$ cat src/rtl/seq_divmod.sv
// Sequential unsigned divider: restoring division, one quotient bit per clock,
// with valid/ready handshakes on both the operand and the result side.
module seq_divmod #(
  parameter int unsigned WIDTH = 16
) (
  input  logic             clk,
  input  logic             rst_n,
  input  logic             in_valid,
  output logic             in_ready,
  input  logic [WIDTH-1:0] a,
  input  logic [WIDTH-1:0] b,
  output logic             out_valid,
  input  logic             out_ready,
  output logic [WIDTH-1:0] quotient,
  output logic [WIDTH-1:0] remainder,
  output logic             div_by_zero,
  output logic             busy
);

  localparam int unsigned CW = $clog2(WIDTH) + 1;

  typedef enum logic [1:0] {
    IDLE = 2'd0,
    CALC = 2'd1,
    DONE = 2'd2
  } state_t;

  state_t           state_q, state_d;
  logic [WIDTH-1:0] dvd_q, dvd_d;
  logic [WIDTH-1:0] dvs_q, dvs_d;
  logic [WIDTH-1:0] rem_q, rem_d;
  logic [WIDTH-1:0] quo_q, quo_d;
  logic [CW-1:0]    cnt_q, cnt_d;
  logic             dbz_q, dbz_d;

  // Shifted partial remainder is one bit wider than the operands so the
  // compare against the divisor cannot overflow.
  logic [WIDTH:0]   shifted;
  logic             fits;

  always_comb begin
    state_d = state_q;
    dvd_d   = dvd_q;
    dvs_d   = dvs_q;
    rem_d   = rem_q;
    quo_d   = quo_q;
    cnt_d   = cnt_q;
    dbz_d   = dbz_q;
    shifted = {rem_q, dvd_q[WIDTH-1]};
    fits    = (shifted >= {1'b0, dvs_q});

    case (state_q)
      IDLE: begin
        if (in_valid) begin
          dvd_d = a;
          dvs_d = b;
          if (b == '0) begin
            quo_d   = '1;
            rem_d   = a;
            dbz_d   = 1'b1;
            state_d = DONE;
          end else begin
            cnt_d   = '0;
            rem_d   = '0;
            dbz_d   = 1'b0;
            state_d = CALC;
          end
        end
      end
      CALC: begin
        // The difference is below the divisor, so the low WIDTH bits suffice.
        rem_d = fits ? (shifted[WIDTH-1:0] - dvs_q) : shifted[WIDTH-1:0];
        quo_d = {quo_q[WIDTH-2:0], fits};
        dvd_d = {dvd_q[WIDTH-2:0], 1'b0};
        cnt_d = cnt_q + CW'(1);
        if (cnt_q == CW'(WIDTH - 1)) begin
          state_d = DONE;
        end
      end
      DONE: begin
        if (out_ready) begin
          state_d = IDLE;
        end
      end
      default: state_d = IDLE;
    endcase
  end

  always_ff @(posedge clk or negedge rst_n) begin
    if (!rst_n) begin
      state_q <= IDLE;
      dvd_q   <= '0;
      dvs_q   <= '0;
      rem_q   <= '0;
      quo_q   <= '0;
      cnt_q   <= '0;
      dbz_q   <= 1'b0;
    end else begin
      state_q <= state_d;
      dvd_q   <= dvd_d;
      dvs_q   <= dvs_d;
      rem_q   <= rem_d;
      quo_q   <= quo_d;
      cnt_q   <= cnt_d;
      dbz_q   <= dbz_d;
    end
  end

  assign in_ready    = (state_q == IDLE);
  assign busy        = (state_q == CALC);
  assign out_valid   = (state_q == DONE);
  assign quotient    = quo_q;
  assign remainder   = rem_q;
  assign div_by_zero = dbz_q;

endmodule

$ cat config.mk
export PLATFORM = sky130hd
export DESIGN_NAME = seq_divmod
export DESIGN_NICKNAME = d
export VERILOG_FILES = /design/src/rtl/seq_divmod.sv
export SDC_FILE = /design/constraint.sdc
export NUM_CORES = 1
export LEC_CHECK = 0
export ABC_AREA = 1
export BUFFER_PORTS_ARGS = -buffer_cell sky130_fd_sc_hd__buf_2
export CAP_MARGIN = 20
export CORE_ASPECT_RATIO = 0.7
export CORE_MARGIN = 2
export CORE_UTILIZATION = 57
export DETAILED_ROUTE_END_ITERATION = 7
export GPL_TIMING_DRIVEN = 0
export PLACE_DENSITY = 0.81
export RECOVER_POWER = 25
export REMOVE_ABC_BUFFERS = 1
export SLEW_MARGIN = 20
export SYNTH_ARGS = -nofsm -noshare
export SYNTH_HDL_FRONTEND = slang
export SYNTH_SLANG_ARGS = --single-unit
$ cat constraint.sdc
create_clock -name clk -period 2.6 [get_ports clk]
set_clock_uncertainty 0.1 [all_clocks]
set_input_delay 0 -clock clk [delete_from_list [all_inputs] [get_ports clk]]
set_output_delay 0 -clock clk [all_outputs]
set_load 0.05 [all_outputs]
==> results.txt, run 1 <==
----------------------------------------------------
[Clock tree]
  Clk sinks ... 72
  Clock tree from TritonCTS ... done
  Root Buffer Master ... sky130_fd_sc_hd__clkbuf_8
  Clock transition at path regs ... ~90 ps
  Number of buffers on the longest clock path ... 2
  Number of H-tree levels ... 3
  Later-pin clock latency in the skew report ... 360 ps
  Total CTS buffers ... 9

[Timing]
  Final hold vios ... 0
  Final clock period utilization by the worst path ... 0.902
  Final min period ... between 2000 and 2500 ps
  Unrepaired setup endpoints after global routing ... no
  Worst slew margin relative to its limit ... 0.577
  Setup WS post-layout ... 254 ps
  Max frequency ... approximately 430 MHz
  Setup-violating endpoint count in the final report ... 0
  Final max-slew violation count ... 0
  Actual slew at the worst max-slew pin ... about 630 ps

[Placement]
  Worst setup slack before clock tree synthesis ... -28.5 ps
  Cell Count Post-Placement ... 717
  HPWL after DPL ... just under 8 mm
  Last weighted congestion value of the routability-driven placer ... between 0.9 and 1
  Input/output buffers ... between 70 and 80

[Status]
  Result of the run ... completed

[Detailed routing]
  Number of design-rule violations left by the first detailed-router iteration ... between 200 and 300
  Router iterations before antenna repair ... 5
  Via density per instance ... between 5 and 6
  Average routed wire per standard cell ... roughly 15 µm
  Total via count after detailed routing ... around 4000
  Routed Antenna Nets ... 0
  Residual DRC ... 0
  Total detailed-routing wirelength ... approximately 11 mm

[Global route]
  GR met2 Demand/Resource ... 0.453
  Global-route wire length before repair ... roughly 19 mm
  Global routing usage on met3 ... 0.0774
  Number of antenna violations at the first check in global routing ... 0
  Vias in the first global route ... about 4000
  Leftover overflow at the end of global routing ... 0
  Pin count of the biggest net entering global routing ... 49
  Met1 capacity usage during global routing ... 0.406
  GR peak layer ... met2
  Total GRT Usage ... 0.293

[Die]
  Std-Cell Rows ... 26
  Core Region ... ~0.0073 mm²
  Die extent in y ... between 70 and 80 µm
  Starting density of the core ... 0.588
  I/O pin count ... slightly above 70
  Area of the die ... ~0.0083 mm²
  DIE WIDTH ... around 110 µm

[Hold path]
  Worst min path class ... input port to register

[Logic synthesis]
  Sequential area share after synthesis ... 0.419
  Adder and majority cell fraction of the synthesized area ... 0.0570
  Area share of and/or/nand/nor cells after synthesis ... 0.266
  Number of synthesis warnings ... 0
  Largest family of logic cells by synthesized area ... simple AND/OR/NAND/NOR gates
  Area share of the largest cell type after synthesis ... 0.419
  Gate count after technology mapping ... about 560
  Syn Area/Cell ... 7.66 µm²
  Synth cell types ... 39
  Flip-flop and latch count after synthesis ... between 70 and 80
  Top cells by area, synth ... sky130_fd_sc_hd__dfrtp_1 (42%), sky130_fd_sc_hd__nand2_1 (14%), sky130_fd_sc_hd__inv_1 (7.9%)
  Synth Area in Compound Gates ... 0.129
  Library cell with the largest summed area after synthesis ... sky130_fd_sc_hd__dfrtp_1
  Proportion of synthesized area in mux cells ... 0
  Post-Synth XOR/XNOR Area ... 0.0224
  Combined area of all synthesized cells ... 0.00430 mm²

[Finish]
  Post-Layout Cell Count ... 775
  Layout overhead on the synthesized area ... 24.9%
  Share of final-layout standard cells stronger than drive strength 1 ... 0.165
  Total of fill cells in the finished design ... around 590
  Antenna cell count ... 0
  Number of nets in the final layout ... slightly above 700

[Power]
  Leakage power figure ... 2.78 nW
  Post-layout total power ... roughly 7.8 mW
  Power density over the cells ... 1460 mW/mm²
  Maximum vdd ir drop ... ~800 µV

[Setup path]
  CP Max Fanout ... 13
  Arrival @ worst endpoint ... 2500 ps
  Type of element capturing the critical path ... register
  Data required time of the worst path ... around 2800 ps
  Crit path kind ... register to register
  Worst Setup Start Kind ... register

[Flow run]
  Max_cap viols ... 0

----------------------------------------------------
[cell families after synthesis]
group	after synthesis
buffers and inverters	115
AND/OR/NAND/NOR	255
flip-flops	72
AO/OA/AOI/OAI	90
XOR/XNOR	11
adder cells (fa/ha/maj)	19
[repair_timing]
action / in CTS / in global routing
endpoints found under the setup margin: 6 / 11
pin swaps: 0 / 2
gates resized for setup: 2 / 0
hold buffers: 37 / 0
endpoints found under the hold margin: 114 / 0
gates cloned: 0 / 1
buffers inserted: 0 / 4
[stage by stage]
stage           util  hold WS, ps  setup TNS (ps)  area, µm²
2_1_floorplan      -         -396          -56850       4220
3_3_place_gp   0.641          139          -72740       4690
3_5_place_dp   0.650         -162           -63.3       4760
4_1_cts        0.732          309               0       5360
5_1_grt        0.734          322               0       5380
6_report       0.734          315               0       5380
[sequential cells by signal (all words and copies together), names as in the netlist]
name,count
quotient,16
div_by_zero,1
dvs_q,16
cnt_q,5
dvd_q,16
state_q,2
remainder,16
[cell usage in the layout, fill, tap and decap left out, drive strengths merged]
cell and instances:
clkinv 1, xnor2 8, nor3 7, buf 50
a21oi 22, o21bai 2, o21ai 39, xor2 3
nand4 7, a22oi 14, inv 100, nand3 29
ha 18, clkinvlp 3, nand3b 2, dfrtp 72
bufinv 2, a22o 1, clkbuf 36, a31oi 3
nand2 176, o211ai 4, fa 1, o22ai 4
o221ai 1, nor2 30, or2 5, dlygate4sd3 37
[metal layers]
metal / part of all wire / vias to the layer above
li1: - / 2001
met3: 0.067 / 28
met5: 0 / -
met4: 0.024 / 0
met1: 0.46 / 1876
met2: 0.44 / 139
[where the power goes]
group	leakage [nW]	internal, mW	switching, mW	total [mW]
clock network	0.106	0.548	0.477	1.02
registers	0.871	1.59	0.343	1.94
logic	1.80	1.54	3.35	4.89
total	2.78	3.68	4.17	7.85
[Yosys cell counts (all sizes together)]
cell type / n
a31oi: 3
nand3: 29
nor2: 29
dfrtp: 72
o211ai: 4
o221ai: 1
nand3b: 2
inv: 99
ha: 18
fa: 1
o21ai: 39
xnor2: 8
or2: 5
a22oi: 14
buf: 7
nand4: 7
o21bai: 2
o22ai: 4
xor2: 3
nand2: 176
a21oi: 22
a22o: 1
clkbuf: 9
nor3: 7
[critical path, stage by stage, from the launching register on]
cell	delay, ps
sky130_fd_sc_hd__dfrtp_1	440
sky130_fd_sc_hd__ha_1	390
sky130_fd_sc_hd__nand2_2	120
sky130_fd_sc_hd__inv_2	80
sky130_fd_sc_hd__nand2_2	70
sky130_fd_sc_hd__nor2_4	130
sky130_fd_sc_hd__nand2_2	90
sky130_fd_sc_hd__nor2_4	110
sky130_fd_sc_hd__nor2_4	50
sky130_fd_sc_hd__nand2_4	100
sky130_fd_sc_hd__nor2_4	60
sky130_fd_sc_hd__buf_12	160
sky130_fd_sc_hd__buf_4	140
sky130_fd_sc_hd__a21oi_2	120
sky130_fd_sc_hd__o21ai_1	70
[final timing paths]
| path | from | slack [ps] | to | cells past startpoint |
|---|---|---|---|---|
| worst min register to register | dvs_q[7]$_DFFE_PN0P_ | 390 | dvs_q[7]$_DFFE_PN0P_ | 2 |
| worst max-delay path | remainder[9]$_DFFE_PN0P_ | 250 | remainder[12]$_DFFE_PN0P_ | 14 |
| worst min-delay path | a[3] | 310 | dvd_q[3]$_DFFE_PN0P_ | 4 |
| worst max register to register | remainder[9]$_DFFE_PN0P_ | 250 | remainder[12]$_DFFE_PN0P_ | 14 |
| min in group asynchronous | rst_n | 540 | dvd_q[5]$_DFFE_PN0P_ | 3 |
| max in group asynchronous | rst_n | 720 | cnt_q[0]$_DFFE_PN0P_ | 4 |
[area by class of cell]
cell class	instances	area, µm²	area share
clock buffer	9	124	0.0230
multi-input combinational	376	2060	0.383
inverter	99	375	0.0698
clock inverter	7	101	0.0189
tap	98	123	0.0228
sequential	72	1800	0.335
timing repair buffer	114	792	0.147
Power figures use the tool's default switching activity.
==> run 2, diff against run 1 <==
CORE_UTILIZATION = 55   (was 57)
PLACE_DENSITY = 0.78   (was 0.81)
==> results.txt, run 2 (synthesis gave the netlist of run 1 again) <==
----------------------------------------------------
[Timing]
  Setup WS post-layout ... 271 ps (was 254 ps)
  Final clock period utilization by the worst path ... 0.896 (was 0.902)
  Final hold vios ... 0 (unchanged)
  Actual slew at the worst max-slew pin ... 1250 ps (was 632 ps)
  Hold slack ... 166 ps (was 315 ps)
  Setup Total Neg Slack ... 0 ps (unchanged)
  Max frequency ... 429 MHz (was 426 MHz)
  Final max-slew violation count ... 0 (unchanged)
  Worst slew margin relative to its limit ... 0.170 (was 0.577)
  Setup-violating endpoint count in the final report ... 0 (unchanged)
  Unrepaired setup endpoints after global routing ... no (unchanged)
  Final min period ... 2330 ps (was 2350 ps)

[Clock tree]
  Clock tree from TritonCTS ... done (unchanged)
  Later-pin clock latency in the skew report ... 360 ps (about the same)
  Number of H-tree levels ... 3 (unchanged)
  Total CTS buffers ... 9 (unchanged)
  Number of buffers on the longest clock path ... 2 (unchanged)
  Clk sinks ... 72 (unchanged)
  Clock transition at path regs ... 90 ps (about the same)
  Root Buffer Master ... sky130_fd_sc_hd__clkbuf_8 (unchanged)

[Placement]
  Last weighted congestion value of the routability-driven placer ... 0.904 (was 0.937)
  Cell Count Post-Placement ... 717 (unchanged)
  Worst setup slack before clock tree synthesis ... -156 ps (was -28.5 ps)
  HPWL after DPL ... 7.72 mm (was 7.87 mm)
  Input/output buffers ... 71 (unchanged)

[Detailed routing]
  Total via count after detailed routing ... 4063 (was 4044)
  Via density per instance ... 5.24 (was 5.22)
  Average routed wire per standard cell ... 14.4 µm (was 14.6 µm)
  Routed Antenna Nets ... 0 (unchanged)
  Number of design-rule violations left by the first detailed-router iteration ... 247 (was 261)
  Router iterations before antenna repair ... 5 (unchanged)
  Total detailed-routing wirelength ... 11.2 mm (was 11.3 mm)
  Residual DRC ... 0 (unchanged)

[Die]
  Die extent in y ... 78.0 µm (was 76.7 µm)
  DIE WIDTH ... 110 µm (was 108 µm)
  Area of the die ... 0.00856 mm² (was 0.00827 mm²)
  Core Region ... 0.00745 mm² (was 0.00732 mm²)
  Starting density of the core ... 0.578 (was 0.588)
  Std-Cell Rows ... 26 (unchanged)
  I/O pin count ... 72 (unchanged)

[Setup path]
  Maximum cell stage delay along the critical path ... 460 ps (was 440 ps)
  CP Max Fanout ... 25 (was 13)
  Data required time of the worst path ... 2760 ps (about the same)
  Type of element capturing the critical path ... register (unchanged)
  Library cell appearing most often on the critical path ... sky130_fd_sc_hd__inv_1 (was sky130_fd_sc_hd__nor2_4)
  Total buffers and inverters traversed by the critical path ... 4 (was 3)
  Arrival @ worst endpoint ... 2490 ps (was 2500 ps)
  Crit path kind ... register to register (unchanged)
  Largest delay contributor family on the critical path ... buffers and inverters (was simple AND/OR/NAND/NOR gates)
  Cells along the critical path ... inv_1 -> nor2_4 -> buf_16 -> nor2_4 -> inv_1 -> o21ai_0 -> inv_1 -> nand2_1 -> nor2_1 -> nor2_1 (was ha_1 -> nand2_2 -> inv_2 -> nand2_2 -> nor2_4 -> nand2_2 -> nor2_4 -> nor2_4 -> nand2_4 -> nor2_4 -> buf_12 -> buf_4 -> a21oi_2 -> o21ai_1)
  Worst Setup Start Kind ... register (unchanged)
  Critical-path top delay cell ... sky130_fd_sc_hd__inv_1 (was sky130_fd_sc_hd__dfrtp_1)

[Finish]
  Antenna cell count ... 0 (unchanged)
  Highest-count cells in the layout ignoring fill and taps ... sky130_fd_sc_hd__nand2_1 (162), sky130_fd_sc_hd__inv_1 (90), sky130_fd_sc_hd__dfrtp_1 (72) (unchanged)
  Number of nets in the final layout ... 727 (unchanged)
  Total of fill cells in the finished design ... 632 (was 587)
  Sequential cell area ... 0.00180 mm² (unchanged)
  Layout overhead on the synthesized area ... 24.6% (was 24.9%)
  Post-Layout Cell Count ... 775 (unchanged)
  Share of final-layout standard cells stronger than drive strength 1 ... 0.208 (was 0.165)
  Most frequent standard cell in the layout excluding fill and tap cells ... sky130_fd_sc_hd__nand2_1 (unchanged)
  Multi-input combinational cell area ... 0.00206 mm² (about the same)

[Power]
  Switching share of total power ... 0.534 (was 0.531)
  Leakage power figure ... 2.83 nW (was 2.78 nW)
  Switching component of the power ... 4.17 mW (about the same)
  Clock network fraction of design power ... 0.120 (was 0.131)
  Combinational power share ... 0.634 (was 0.623)
  Portion of total power attributed to sequential cells ... 0.246 (was 0.247)
  Power density over the cells ... 1460 mW/mm² (about the same)
  Internal power ... 3.64 mW (was 3.68 mW)
  Maximum vdd ir drop ... 865 µV (was 820 µV)

[Status]
  Result of the run ... completed (unchanged)

[Global route]
  Total GRT Usage ... 0.279 (was 0.293)
  Pin count of the biggest net entering global routing ... 51 (was 49)
  Leftover overflow at the end of global routing ... 0 (unchanged)
  Global-route wire length before repair ... 18.6 mm (was 18.9 mm)
  Vias in the first global route ... 3943 (was 4022)
  Number of antenna violations at the first check in global routing ... 0 (unchanged)

[Flow run]
  Max_cap viols ... 0 (unchanged)

[Hold path]
  Worst min path class ... input port to async pin (was input port to register)

----------------------------------------------------
[run 2: through the flow]
step,power [mW],util,instance area [µm²]
2_1_floorplan,5.50,-,4220
3_3_place_gp,6.47,0.630,4690
3_5_place_dp,6.64,0.639,4760
4_1_cts,7.64,0.715,5330
5_1_grt,8.45,0.720,5360
6_report,7.81,0.720,5360
[run 2: power groups by stage]
stage          logic (mW)  clock network [mW]  registers, mW
2_1_floorplan        2.97                   0           2.53
3_3_place_gp         4.55                   0           1.91
3_5_place_dp         4.70                   0           1.94
4_1_cts              4.78               0.944           1.91
5_1_grt              5.48               0.999           1.98
6_report             4.95               0.938           1.92
[run 2: layout make-up]
cell class              count  area share
clock buffers               9      0.0231
clock inverters             7      0.0145
inverters                  99      0.0700
multi-input cells         376       0.385
flip-flops and latches     72       0.336
well taps                  98      0.0229
repair buffers            114       0.148
[run 2: timing repair]
item	CTS	global route
pin swaps	0	2
buffers inserted	0	5
setup endpoints to repair	7	10
endpoints found under the hold margin	113	0
gates cloned	0	1
resized for setup	2	1
hold buffers	36	0
[run 2: worst paths after layout]
kind	start	to	slack, ps	cells after the start
worst max-delay path	state_q[0]$_DFFE_PN0P_	remainder[14]$_DFFE_PN0P_	270	10
worst min-delay path	rst_n	dvs_q[1]$_DFFE_PN0P_	170	3
worst max register to register	state_q[0]$_DFFE_PN0P_	remainder[14]$_DFFE_PN0P_	270	10
worst min register to register	dvd_q[10]$_DFFE_PN0P_	dvd_q[10]$_DFFE_PN0P_	390	2
max in group asynchronous	rst_n	quotient[11]$_DFFE_PN0P_	1190	3
min in group clk	a[5]	dvd_q[5]$_DFFE_PN0P_	320	4
[run 2: tightest hold or removal path: stages]
cell and delay (ps):
sky130_fd_sc_hd__dlygate4sd3_1 520, sky130_fd_sc_hd__clkbuf_4 120, sky130_fd_sc_hd__buf_2 430
[run 2: metal layers]
metal,global-route usage,vias to the layer above,share of wire
met5,0,-,0
met4,0.0532,0,0.0091
met3,0.0504,15,0.070
met2,0.433,141,0.44
met1,0.410,1899,0.48
li1,-,2008,-
